===== src/rtl/mbist_march_ctrl_if.sv =====
// Memory-side port of the March C- BIST controller: enable, write strobe, address,
// write data and the combinational read data returned by the memory.
interface mbist_march_ctrl_if #(
  parameter int unsigned ADDR_WIDTH = 8,
  parameter int unsigned DATA_WIDTH = 8
);
  logic                  mem_en;
  logic                  mem_we;
  logic [ADDR_WIDTH-1:0] mem_addr;
  logic [DATA_WIDTH-1:0] mem_wdata;
  logic [DATA_WIDTH-1:0] mem_rdata;

  modport master (
    output mem_en,
    output mem_we,
    output mem_addr,
    output mem_wdata,
    input  mem_rdata
  );

  modport slave (
    input  mem_en,
    input  mem_we,
    input  mem_addr,
    input  mem_wdata,
    output mem_rdata
  );
endinterface


===== src/rtl/mbist_march_ctrl.sv =====
// March C- MBIST controller: one memory op per clock, same-cycle read compare, fault stream.
// Optional macro MBIST_STOP_ON_FAIL_EN ends the run at the first mismatch.
module mbist_march_ctrl #(
  parameter int unsigned ADDR_WIDTH = 8,
  parameter int unsigned DATA_WIDTH = 8,
  parameter int unsigned MEM_SIZE   = 256
) (
  input  logic                  clk,
  input  logic                  rst,
  input  logic                  start,
  mbist_march_ctrl_if.master    mem,
  output logic                  busy,
  output logic                  done,
  output logic                  fail,
  output logic                  fail_valid,
  output logic [ADDR_WIDTH-1:0] fail_addr,
  output logic [7:0]            fail_count
);

  typedef enum logic [1:0] {StIdle, StRun, StDone} state_e;

  localparam logic [ADDR_WIDTH-1:0] LastAddr = ADDR_WIDTH'(MEM_SIZE - 1);

  state_e                state_q, state_d;
  logic [2:0]            elem_q, elem_d;
  logic                  op_q, op_d;
  logic [ADDR_WIDTH-1:0] addr_q, addr_d;
  logic                  fail_q, fail_d;
  logic                  fail_valid_q, fail_valid_d;
  logic [ADDR_WIDTH-1:0] fail_addr_q, fail_addr_d;
  logic [7:0]            fail_count_q, fail_count_d;

  logic                  run;
  logic                  is_read;
  logic                  bg;
  logic                  down;
  logic                  last_op;
  logic                  last_addr;
  logic                  mismatch;

  // Decode the current op from registered element/op indices.
  always_comb begin
    run       = (state_q == StRun);
    down      = (elem_q == 3'd3) || (elem_q == 3'd4);
    last_op   = (elem_q == 3'd0) || (elem_q == 3'd5) || op_q;
    last_addr = down ? (addr_q == '0) : (addr_q == LastAddr);
    is_read   = (elem_q == 3'd5) || ((elem_q != 3'd0) && !op_q);
    // Background bit: write value for write ops, expected value for read ops.
    bg        = ((elem_q == 3'd1) &&  op_q) || ((elem_q == 3'd2) && !op_q) ||
                ((elem_q == 3'd3) &&  op_q) || ((elem_q == 3'd4) && !op_q);
    mismatch  = run && is_read && (mem.mem_rdata != {DATA_WIDTH{bg}});
  end

  always_comb begin
    mem.mem_en    = run;
    mem.mem_we    = run && !is_read;
    mem.mem_addr  = run ? addr_q : '0;
    mem.mem_wdata = run ? {DATA_WIDTH{bg}} : '0;
    busy          = run;
    done          = (state_q == StDone);
    fail          = fail_q;
    fail_valid    = fail_valid_q;
    fail_addr     = fail_addr_q;
    fail_count    = fail_count_q;
  end

  always_comb begin
    state_d      = state_q;
    elem_d       = elem_q;
    op_d         = op_q;
    addr_d       = addr_q;
    fail_d       = fail_q;
    fail_valid_d = 1'b0;
    fail_addr_d  = fail_addr_q;
    fail_count_d = fail_count_q;
    unique case (state_q)
      StIdle, StDone: begin
        if (start) begin
          state_d      = StRun;
          elem_d       = 3'd0;
          op_d         = 1'b0;
          addr_d       = '0;
          fail_d       = 1'b0;
          fail_addr_d  = '0;
          fail_count_d = 8'd0;
        end
      end
      StRun: begin
        if (last_op) begin
          op_d = 1'b0;
          if (last_addr) begin
            if (elem_q == 3'd5) begin
              state_d = StDone;
            end else begin
              elem_d = elem_q + 3'd1;
              // Elements M3 and M4 walk downwards.
              addr_d = ((elem_q == 3'd2) || (elem_q == 3'd3)) ? LastAddr : '0;
            end
          end else begin
            addr_d = down ? (addr_q - ADDR_WIDTH'(1)) : (addr_q + ADDR_WIDTH'(1));
          end
        end else begin
          op_d = 1'b1;
        end
        if (mismatch) begin
          fail_valid_d = 1'b1;
          fail_addr_d  = addr_q;
          fail_d       = 1'b1;
          if (fail_count_q != 8'hff) fail_count_d = fail_count_q + 8'd1;
`ifdef MBIST_STOP_ON_FAIL_EN
          state_d = StDone;
`endif
        end
      end
      default: state_d = StIdle;
    endcase
  end

  always_ff @(posedge clk) begin
    if (rst) begin
      state_q      <= StIdle;
      elem_q       <= 3'd0;
      op_q         <= 1'b0;
      addr_q       <= '0;
      fail_q       <= 1'b0;
      fail_valid_q <= 1'b0;
      fail_addr_q  <= '0;
      fail_count_q <= 8'd0;
    end else begin
      state_q      <= state_d;
      elem_q       <= elem_d;
      op_q         <= op_d;
      addr_q       <= addr_d;
      fail_q       <= fail_d;
      fail_valid_q <= fail_valid_d;
      fail_addr_q  <= fail_addr_d;
      fail_count_q <= fail_count_d;
    end
  end

endmodule


===== src/flat_wrapper.sv =====
// flat-port wrapper written by rule: the top's interface ports become plain ports
module mbist_march_ctrl_flat 
#(
  parameter int unsigned ADDR_WIDTH = 8,
  parameter int unsigned DATA_WIDTH = 8,
  parameter int unsigned MEM_SIZE   = 256
)
  (clk, rst, start, busy, done, fail, fail_valid, fail_addr, fail_count, mem_mem_en, mem_mem_we, mem_mem_addr, mem_mem_wdata, mem_mem_rdata);
  mbist_march_ctrl_if #(.ADDR_WIDTH(ADDR_WIDTH), .DATA_WIDTH(DATA_WIDTH)) mem_i ();
  input  logic clk;
  input  logic rst;
  input  logic start;
  output logic busy;
  output logic done;
  output logic fail;
  output logic fail_valid;
  output logic [ADDR_WIDTH-1:0] fail_addr;
  output logic [7:0] fail_count;
  output wire logic [$bits(mem_i.mem_en)-1:0] mem_mem_en;
  output wire logic [$bits(mem_i.mem_we)-1:0] mem_mem_we;
  output wire logic [$bits(mem_i.mem_addr)-1:0] mem_mem_addr;
  output wire logic [$bits(mem_i.mem_wdata)-1:0] mem_mem_wdata;
  input wire logic [$bits(mem_i.mem_rdata)-1:0] mem_mem_rdata;
  assign mem_mem_en = mem_i.mem_en;
  assign mem_mem_we = mem_i.mem_we;
  assign mem_mem_addr = mem_i.mem_addr;
  assign mem_mem_wdata = mem_i.mem_wdata;
  assign mem_i.mem_rdata = mem_mem_rdata;
  mbist_march_ctrl #(.ADDR_WIDTH(ADDR_WIDTH), .DATA_WIDTH(DATA_WIDTH), .MEM_SIZE(MEM_SIZE)) u_core (.clk(clk), .rst(rst), .start(start), .mem(mem_i), .busy(busy), .done(done), .fail(fail), .fail_valid(fail_valid), .fail_addr(fail_addr), .fail_count(fail_count));
endmodule

===== config.mk =====
export PLATFORM = sky130hd
export DESIGN_NAME = mbist_march_ctrl_flat
export DESIGN_NICKNAME = d
export VERILOG_FILES = /design/src/rtl/mbist_march_ctrl_if.sv /design/src/rtl/mbist_march_ctrl.sv /design/src/flat_wrapper.sv
export SDC_FILE = /design/constraint.sdc
export NUM_CORES = 1
export LEC_CHECK = 0
export CAP_MARGIN = 20
export CORE_ASPECT_RATIO = 0.7
export CORE_MARGIN = 2
export CORE_UTILIZATION = 53
export CTS_BUF_LIST = sky130_fd_sc_hd__clkbuf_16
export CTS_CLUSTER_SIZE = 40
export DETAILED_ROUTE_END_ITERATION = 12
export GPL_ROUTABILITY_DRIVEN = 0
export GPL_TIMING_DRIVEN = 0
export PLACE_DENSITY_LB_ADDON = 0.08
export SYNTH_ARGS = -nofsm -noshare
export SYNTH_HDL_FRONTEND = slang
export SYNTH_SLANG_ARGS = --single-unit

===== constraint.sdc =====
create_clock -name clk -period 5.4 [get_ports clk]
set_clock_uncertainty 0.15 [all_clocks]
set_input_delay 0.54 -clock clk [delete_from_list [all_inputs] [get_ports clk]]
set_output_delay 0.54 -clock clk [all_outputs]
set_load 0.03 [all_outputs]

* Word level (Yosys, flattened, before mapping)
Index checks and enable logic that the tools add are counted. Widths: inputs -> output; s select.
Storage, ports and cells: flip-flop bits (word level) 32, bits of input ports 11, output and inout port bits 38, word-level logic and storage cells 93
Operators by class: add/sub/neg operators 4, eq/ne operators 18, muxes and demuxes 31, bitwise gates (word level) 1, reductions and logical operators 31
Operators with widths (count):
- $mux 8 | 11
- $pmux 8 s2 | 3
- $add 8x1->8 const B | 2
- $ne 2x2->1 const B | 7
- $mux 3 | 4
- $reduce_and 4->1 | 3
- $eq 8x8->1 const B | 1
- $logic_and 1x1->1 | 8
- $logic_not 8->1 | 1
- $logic_or 1x1->1 | 8
- $mux 2 | 4
- $ne 8x8->1 | 1
- $ne 8x8->1 const B | 1
- $sub 8x1->8 const B | 1
- $eq 3x2->1 const B | 2
- $eq 3x3->1 const B | 2
- $pmux 3 s2 | 1
- $mux 1 | 5
- $reduce_and 5->1 | 1
- $pmux 1 s2 | 2
- $pmux 2 s2 | 1
- $reduce_or 2->1 | 2
- $add 3x1->3 const B | 1
- $eq 3x1->1 const B | 1
- other kinds (11) | 12

* Longest topological paths before layout
Gate-level depths: netlist of run 1.
depth after elaboration 9, mapped depth 11, depth with buffers taken out 11

* Worst setup path after synthesis of run 1
Ideal clock, no wire load.
path kind register -> register, start point reg u_core.elem_q[0], end point reg u_core.addr_q[6], library setup time 0.128 ns, data arrival time 2.461 ns, required time 5.122 ns, slack 2.662 ns, cell stages (with the launch flop) 11, path buffers 0, period minus slack after synthesis 2.738 ns, cells stage by stage dfxtp_1 > inv_1 > ha_1 > mux2_4 > ha_1 > nor2b_1 > o31a_1 > o21a_1 > or4_1 > a32oi_1 > nor2_1
On the way: cells in the longest elaborated chain, start to end 7, elaborated cells between the ends (all ways) 19, classes of those cells eq/ne: 6; mux: 7; reduce/logical: 6
Ends and longest elaborated chain:
- start: declaration | line mbist_march_ctrl.sv:25 | logic [2:0] elem_q, elem_d;
- start signal: assignment | line mbist_march_ctrl.sv:131 | elem_q <= elem_d;
- $eq 3x2->1 (on tied branches) | line mbist_march_ctrl.sv:97, mbist_march_ctrl.sv:44
- $logic_or 1x1->1 | line mbist_march_ctrl.sv:97 | addr_d = ((elem_q == 3'd2) || (elem_q == 3'd3)) ? LastAddr : '0;
- $mux 8 | line mbist_march_ctrl.sv:97
- $mux 8 | line mbist_march_ctrl.sv:92 | if (elem_q == 3'd5) begin
- $mux 8 | line mbist_march_ctrl.sv:91 | if (last_addr) begin
- $mux 8 | line mbist_march_ctrl.sv:89 | if (last_op) begin
- $pmux 8 s2 | line mbist_march_ctrl.sv:76 | unique case (state_q)
- end signal: assignment | line mbist_march_ctrl.sv:133 | addr_q <= addr_d;
- end: declaration | line mbist_march_ctrl.sv:27 | logic [ADDR_WIDTH-1:0] addr_q, addr_d;
Parallel ways exist; a longest one is shown, timed or not. The select of a mux whose other input is x is not followed. A chain may end at the register's enable or synchronous reset.

* Final worst setup path of run 1
start point reg u_core.state_q[1], end point out mem_mem_wdata[7]
On the way: cells in the longest elaborated chain, start to end 2
Ends and longest elaborated chain:
- start: declaration | line mbist_march_ctrl.sv:24 | state_e state_q, state_d;
- start signal: assignment | line mbist_march_ctrl.sv:121 | state_q <= StIdle;
- start signal: assignment | line mbist_march_ctrl.sv:130 | state_q <= state_d;
- $eq 2x1->1 | line mbist_march_ctrl.sv:43 | run = (state_q == StRun);
- $mux 8 | line mbist_march_ctrl.sv:58 | mem.mem_wdata = run ? {DATA_WIDTH{bg}} : '0;
- end: declaration | line flat_wrapper.sv:22 | output wire logic [$bits(mem_i.mem_wdata)-1:0] mem_mem_wdata;
Every way passes these cells.

==> flow_summary.yaml, run 1 <==
logic_synthesis:
  synth_mux_area_share_pct: 4.810
  synth_fp_nets: 267
  synth_top_cell_by_area: "dfxtp_1"
  synthTopCellsByArea: "dfxtp_1, ha_1, a21oi_1"
  synthAdderAreaFrac_pct: 8.608
  synthDominantCellAreaShare_pct: 32.41
  synth-seq-area-share_pct: 32.41
  ys_top_cells_by_count: "dfxtp_1, nor2_1, a21oi_1"
  ys_warn_count: 0
  ys_seq_elements: 32
  synth.avg_cell_area_um2: 8.135
  synth_cells: 243
  synth-compound-area-share_pct: 21.08
  async_reset_ff_share_pct: 0
  synth_top_family_by_area: "simple AND/OR/NAND/NOR gates"
  synthXorXnorAreaFrac_pct: 2.215
  syn_area_mm2: 0.001977
  synth.most_common_cell: "dfxtp_1"
  ys.flop_type: "dfxtp_1"
  synth_edf_count: 0
  synth_cell_types: 49
  yosys.area_share.simple_pct: 23.48
clock_tree:
  h-tree-depth: 2
  cts_tree: "built"
  clk_pin_slew_worst_paths_ps: 50
  ctsHoldBuffers: 0
  clockRootBuffer: "clkbuf_16"
  cts_buffers: 5
  clock_latency_ps: 280
  post_cts_resized: 0
  ctsLongestPathBuffers: 2
  post_cts_buffers: 0
  clkSinkCount: 32
worst_setup_path:
  cp.required_ps: 4710
  path_max_fanout: 11
  crit_path_start: "u_core.state_q[1]"
  worst_r2r_startpoint: "u_core.elem_q[0]"
  reg2reg_setup_slack_ps: 2430
  timing.rr.end: "u_core.addr_q[6]"
  cp.arrival_ps: 2760
  critPathCaptureType: "output port"
  crit_type: "register to output port"
  rr_worst_depth: 10
  crit_end: "mem_mem_wdata[7]"
  cp-start-kind: "register"
die:
  die_x_um: 77.00
  num_io_pins: 49
  start_util_pct: 55.56
  die_area_mm2: 0.004242
  core_mm2: 0.003558
  row_count: 18
  die_h_um: 55.10
sta:
  worst_slew_pin_slew_ps: 663.2
  rsz0062_at_grt: "false"
  drv_slew: 0
  fin_crit_sh_pct: 63.85
  max-slew-margin-rel_pct: 55.71
  finalHoldViolations: 0
  final.setup.tns_ps: 0
  finalSetupViolCount: 0
  period_minus_slack_ps: 3448
  max_freq_ghz: 0.2900
finish:
  nets: 321
  diodes: 0
  drive_above_1_share_pct: 8.725
  fin_util_pct: 74.37
  area_growth_pct: 33.86
drt:
  vias_per_cell: 5.707
  firstDrtPassIters: 5
  avgRoutedWirePerCell_um: 15.34
  dr.first_iter.drc_count: 142
  vias: 1986
  drc: 0
  drt-total-wl_um: 5337
  antenna_left: 0
global_route:
  grt_max_degree: 12
  antenna_found_initial: 0
  overflow: 0
  grt_first_pass_wirelength_um: 8521
  grt_pass1_vias: 1793
  grt_use_total_pct: 26.42
power:
  vdd_drop_max_mv: 0.1981
  leakagePower_nw: 0.9860
  power.density_mw_per_mm2: 211.9
min_path:
  hold_class: "register to register"
run:
  maxCapViolations: 0
outcome:
  status: "completed"
placed_design:
  dp_hpwl_um: 3760
  port_buffers: 47
metal layers:
layer / wire length [µm] / vias up / global-route usage (%)
met5: 0 / - / 0
met4: 65 / 0 / 8.631
met3: 515 / 7 / 7.143
met2: 2289 / 97 / 44.30
met1: 2466 / 908 / 34.13
li1: - / 974 / -
power by group:
group | internal [mW] | total [mW] | switching, mW
clock | 0.166 | 0.265 | 0.0991
combinational | 0.0212 | 0.0563 | 0.0350
sequential | 0.238 | 0.240 | 0.00184
worst min path at each step:
stage / from / to / slack, ps / cells after the start
2_1_floorplan: u_core.addr_q[3] / u_core.addr_q[3] / 320 / 2
3_3_place_gp: u_core.fail / u_core.fail / 290 / 2
3_5_place_dp: u_core.fail / u_core.fail / 300 / 2
4_1_cts: u_core.fail / u_core.fail / 300 / 2
5_1_grt: u_core.fail / u_core.fail / 330 / 2
6_report: u_core.fail / u_core.fail / 300 / 2
state kept, by name (all words and copies together) (netlist names):
name               count
u_core.state_q         2
u_core.elem_q          3
u_core.op_q            1
u_core.fail_addr       8
u_core.fail_valid      1
u_core.addr_q          8
u_core.fail            1
u_core.fail_count      8
cells in the final DEF, fill, tap and decap left out, drive strengths merged, types with 4 or more instances in the layout:
cell type      synthesis  routed
nand3                 16      16
buf                   13      13
o21ai                 16      16
nand4                  5       5
nor2                  25      25
ha                    12      12
clkdlybuf4s50          0      47
nor3                   4       4
dfxtp                 32      32
and2                   7       7
o21a                   4       4
inv                   12      14
nand2b                 5       5
a21oi                 23      23
clkbuf                 4       9
xnor2                  4       4
mux2i                  8       8
nor4                   4       4
nand2                 15      15
cell families (layout without fill, tap and decap cells):
logic type / after synthesis / in the layout
buffers and inverters: 29 / 84
adders and majority gates: 13 / 13
muxes: 9 / 9
AOI/OAI and AO/OA: 63 / 63
xor gates and xnor gates: 5 / 5
DFF: 32 / 32
and+or+nand+nor: 92 / 92
through the flow:
| stage | std cells | hold WS (ps) | total power, mW | worst slack, ps | area (µm²) |
|---|---|---|---|---|---|
| floorplan | 243 | 319.3 | 0.2772 | 2662 | 1977 |
| global placement | 340 | 291.7 | 0.2985 | 2300 | 2510 |
| detailed placement | 340 | 295.9 | 0.2996 | 2273 | 2510 |
| CTS | 348 | 302.7 | 0.5609 | 1953 | 2646 |
| global route | 348 | 326.4 | 0.5759 | 1809 | 2646 |
| finish | 348 | 299.9 | 0.5609 | 1952 | 2646 |
area by class of cell:
class | instances | area [µm²]
clock inverters | 3 | 11.26
clock buffers | 5 | 125.1
inverters | 12 | 45.04
plain buffers | 17 | 101.3
repair buffers | 47 | 470.5
multi-input cells | 182 | 1190
well taps | 50 | 62.56
fillers | 297 | 912.1
flip-flops and latches | 32 | 640.6
worst max-delay path: stages, from the launching register on:
cell	delay [ps]
dfxtp_1	300
nand2b_1	120
buf_2	200
inv_1	210
clkbuf_1	420
and3_1	400
buf_4	160
clkdlybuf4s50_1	660
Power figures use the tool's default switching activity.
==> run 2, diff against run 1 <==
CORE_UTILIZATION = 44   (was 53)
clock period = 3.1 ns   (was 5.4 ns; I/O delays follow)
==> run 2 against run 1 <==
Critical endpoint is now u_core.addr_q[6]. Register-to-register slack got worse by 2300 ps. Wire length decreased by 5.5%. Largest cell class unchanged. Setup slack got worse by 1800 ps.
==> flow_summary.yaml, run 2 (same netlist as run 1, synthesis figures left out) <==
clock_tree:
  clkSinkCount: 32
  h-tree-depth: 2
  cts_tree: "built"
  post_cts_buffers: 0
  ctsLongestPathBuffers: 2
  clk_pin_slew_worst_paths_ps: 50
  clockRootBuffer: "clkbuf_16"
  cts_buffers: 5
  ctsHoldBuffers: 0
  clock_latency_ps: 270
sta:
  finalSetupViolCount: 0
  worst_slew_pin_slew_ps: 710.9
  final.setup.tns_ps: 0
  drv_slew: 0
  finalHoldViolations: 0
  max_freq_ghz: 0.3404
  max-slew-margin-rel_pct: 52.24
  period_minus_slack_ps: 2937
  fin_ws_ps: 162.7
  fin_crit_sh_pct: 94.75
  hold_ws_ps: 315.6
  rsz0062_at_grt: "false"
global_route:
  grt_first_pass_wirelength_um: 8224
  grt_use_met3_pct: 6.492
  busiest_layer: "met2"
  grtUsageMet2_pct: 29.71
  grt_max_degree: 19
  grt_use_total_pct: 21.01
  grt_use_met1_pct: 29.55
  overflow: 0
  grt_pass1_vias: 1690
  antenna_found_initial: 0
power:
  power.density_mw_per_mm2: 359.2
  swShare_pct: 22.61
  power.internal_mw: 0.7341
  vdd_drop_max_mv: 0.2829
  leakagePower_nw: 0.9651
  pwr-share-seq_pct: 44.1
  power.total_mw: 0.9486
  clockPowerShare_pct: 45.9
  netSwitchingPower_mw: 0.2145
  combPwrFrac_pct: 10.0
worst_setup_path:
  crit_path_start: "u_core.elem_q[0]"
  rr_worst_depth: 10
  cp.required_ps: 3090
  reg2reg_setup_slack_ps: 160
  crit_end: "u_core.addr_q[6]"
  critPathCaptureType: "register"
  crit_type: "register to register"
  cp_slowest_cell: "or4_1"
  path_max_fanout: 10
  timing.rr.end: "u_core.addr_q[6]"
  cp.arrival_ps: 2930
  crit_top_cell: "ha_1"
  worst_r2r_startpoint: "u_core.elem_q[0]"
  worstPathCellList: "inv_1 > ha_1 > mux2_4 > ha_1 > nor2b_1 > o31a_1 > o21a_1 > or4_1 > a32oi_1 > nor2_1"
  cp-start-kind: "register"
  max_stage_delay_ps: 390
min_path:
  hold_class: "register to register"
  min_from: "u_core.fail"
finish:
  fillers: 393
  area_growth_pct: 33.61
  final_common_cell: "clkdlybuf4s50_1"
  finalNonFillerCells: 349
  drive_above_1_share_pct: 9.184
  nets: 320
  diodes: 0
  mostFrequentLayoutCells: "clkdlybuf4s50_1, dfxtp_1, nor2_1"
die:
  die_x_um: 84.12
  num_io_pins: 49
  die_h_um: 60.08
  row_count: 20
  core_mm2: 0.004329
  start_util_pct: 45.66
  die_area_mm2: 0.005054
drt:
  avgRoutedWirePerCell_um: 14.46
  vias: 1900
  dr.first_iter.drc_count: 104
  antenna_left: 0
  firstDrtPassIters: 5
  drt-total-wl_um: 5046
  vias_per_cell: 5.444
  drc: 0
placed_design:
  placedCellCount: 345
  port_buffers: 47
  pre_cts_slack_ps: 188.9
  dp_hpwl_um: 3721
run:
  maxCapViolations: 0
outcome:
  status: "completed"
run 2: cell type report:
cell class | count | area (µm²) | area share (%)
well taps | 55 | 68.82 | 2.605
flip-flops and latches | 32 | 640.6 | 24.25
plain buffers | 16 | 97.59 | 3.695
repair buffers | 47 | 470.5 | 17.81
clock buffers | 5 | 125.1 | 4.737
inverters | 12 | 48.80 | 1.847
multi-input cells | 182 | 1190 | 45.05
run 2: critical path, delay by kind of cell (launching register included):
kind / cells / cell delay (ps)
adders and majority gates: 2 / 590
muxes: 1 / 340
and+or+nand+nor: 3 / 610
DFF: 1 / 370
AOI/OAI and AO/OA: 3 / 650
buffers and inverters: 1 / 90
run 2: through the flow:
stage / util (%) / area [µm²]
global route: 61.01 / 2641
detailed placement: 58.12 / 2516
finish: 61.01 / 2641
CTS: 60.92 / 2638
floorplan: - / 1977
global placement: 58.12 / 2516
run 2: worst min-delay path by stage:
stage	end	slack, ps	cells past startpoint
finish	u_core.fail	320	2
global placement	u_core.fail	300	2
detailed placement	u_core.fail	310	2
global route	u_core.fail	340	2
CTS	u_core.fail	320	2
floorplan	u_core.addr_q[3]	320	2
run 2: repair_timing:
item | CTS | global route
resized for setup | 0 | 1
gates cloned | 0 | 0
endpoints found under the setup margin | 8 | 7
run 2: power by group through the flow:
stage	logic (mW)	clock network [mW]	registers, mW
global placement	0.0940	0	0.426
CTS	0.0941	0.446	0.418
floorplan	0.0572	0	0.426
global route	0.103	0.469	0.418
finish	0.0951	0.435	0.418
detailed placement	0.0945	0	0.426
run 2: routing by layer:
layer,wire (µm),vias up,share of wire (%)
li1,-,965,-
met5,0,-,0
met1,2637,865,52
met4,55,0,1.1
met3,424,5,8.4
met2,1929,65,38
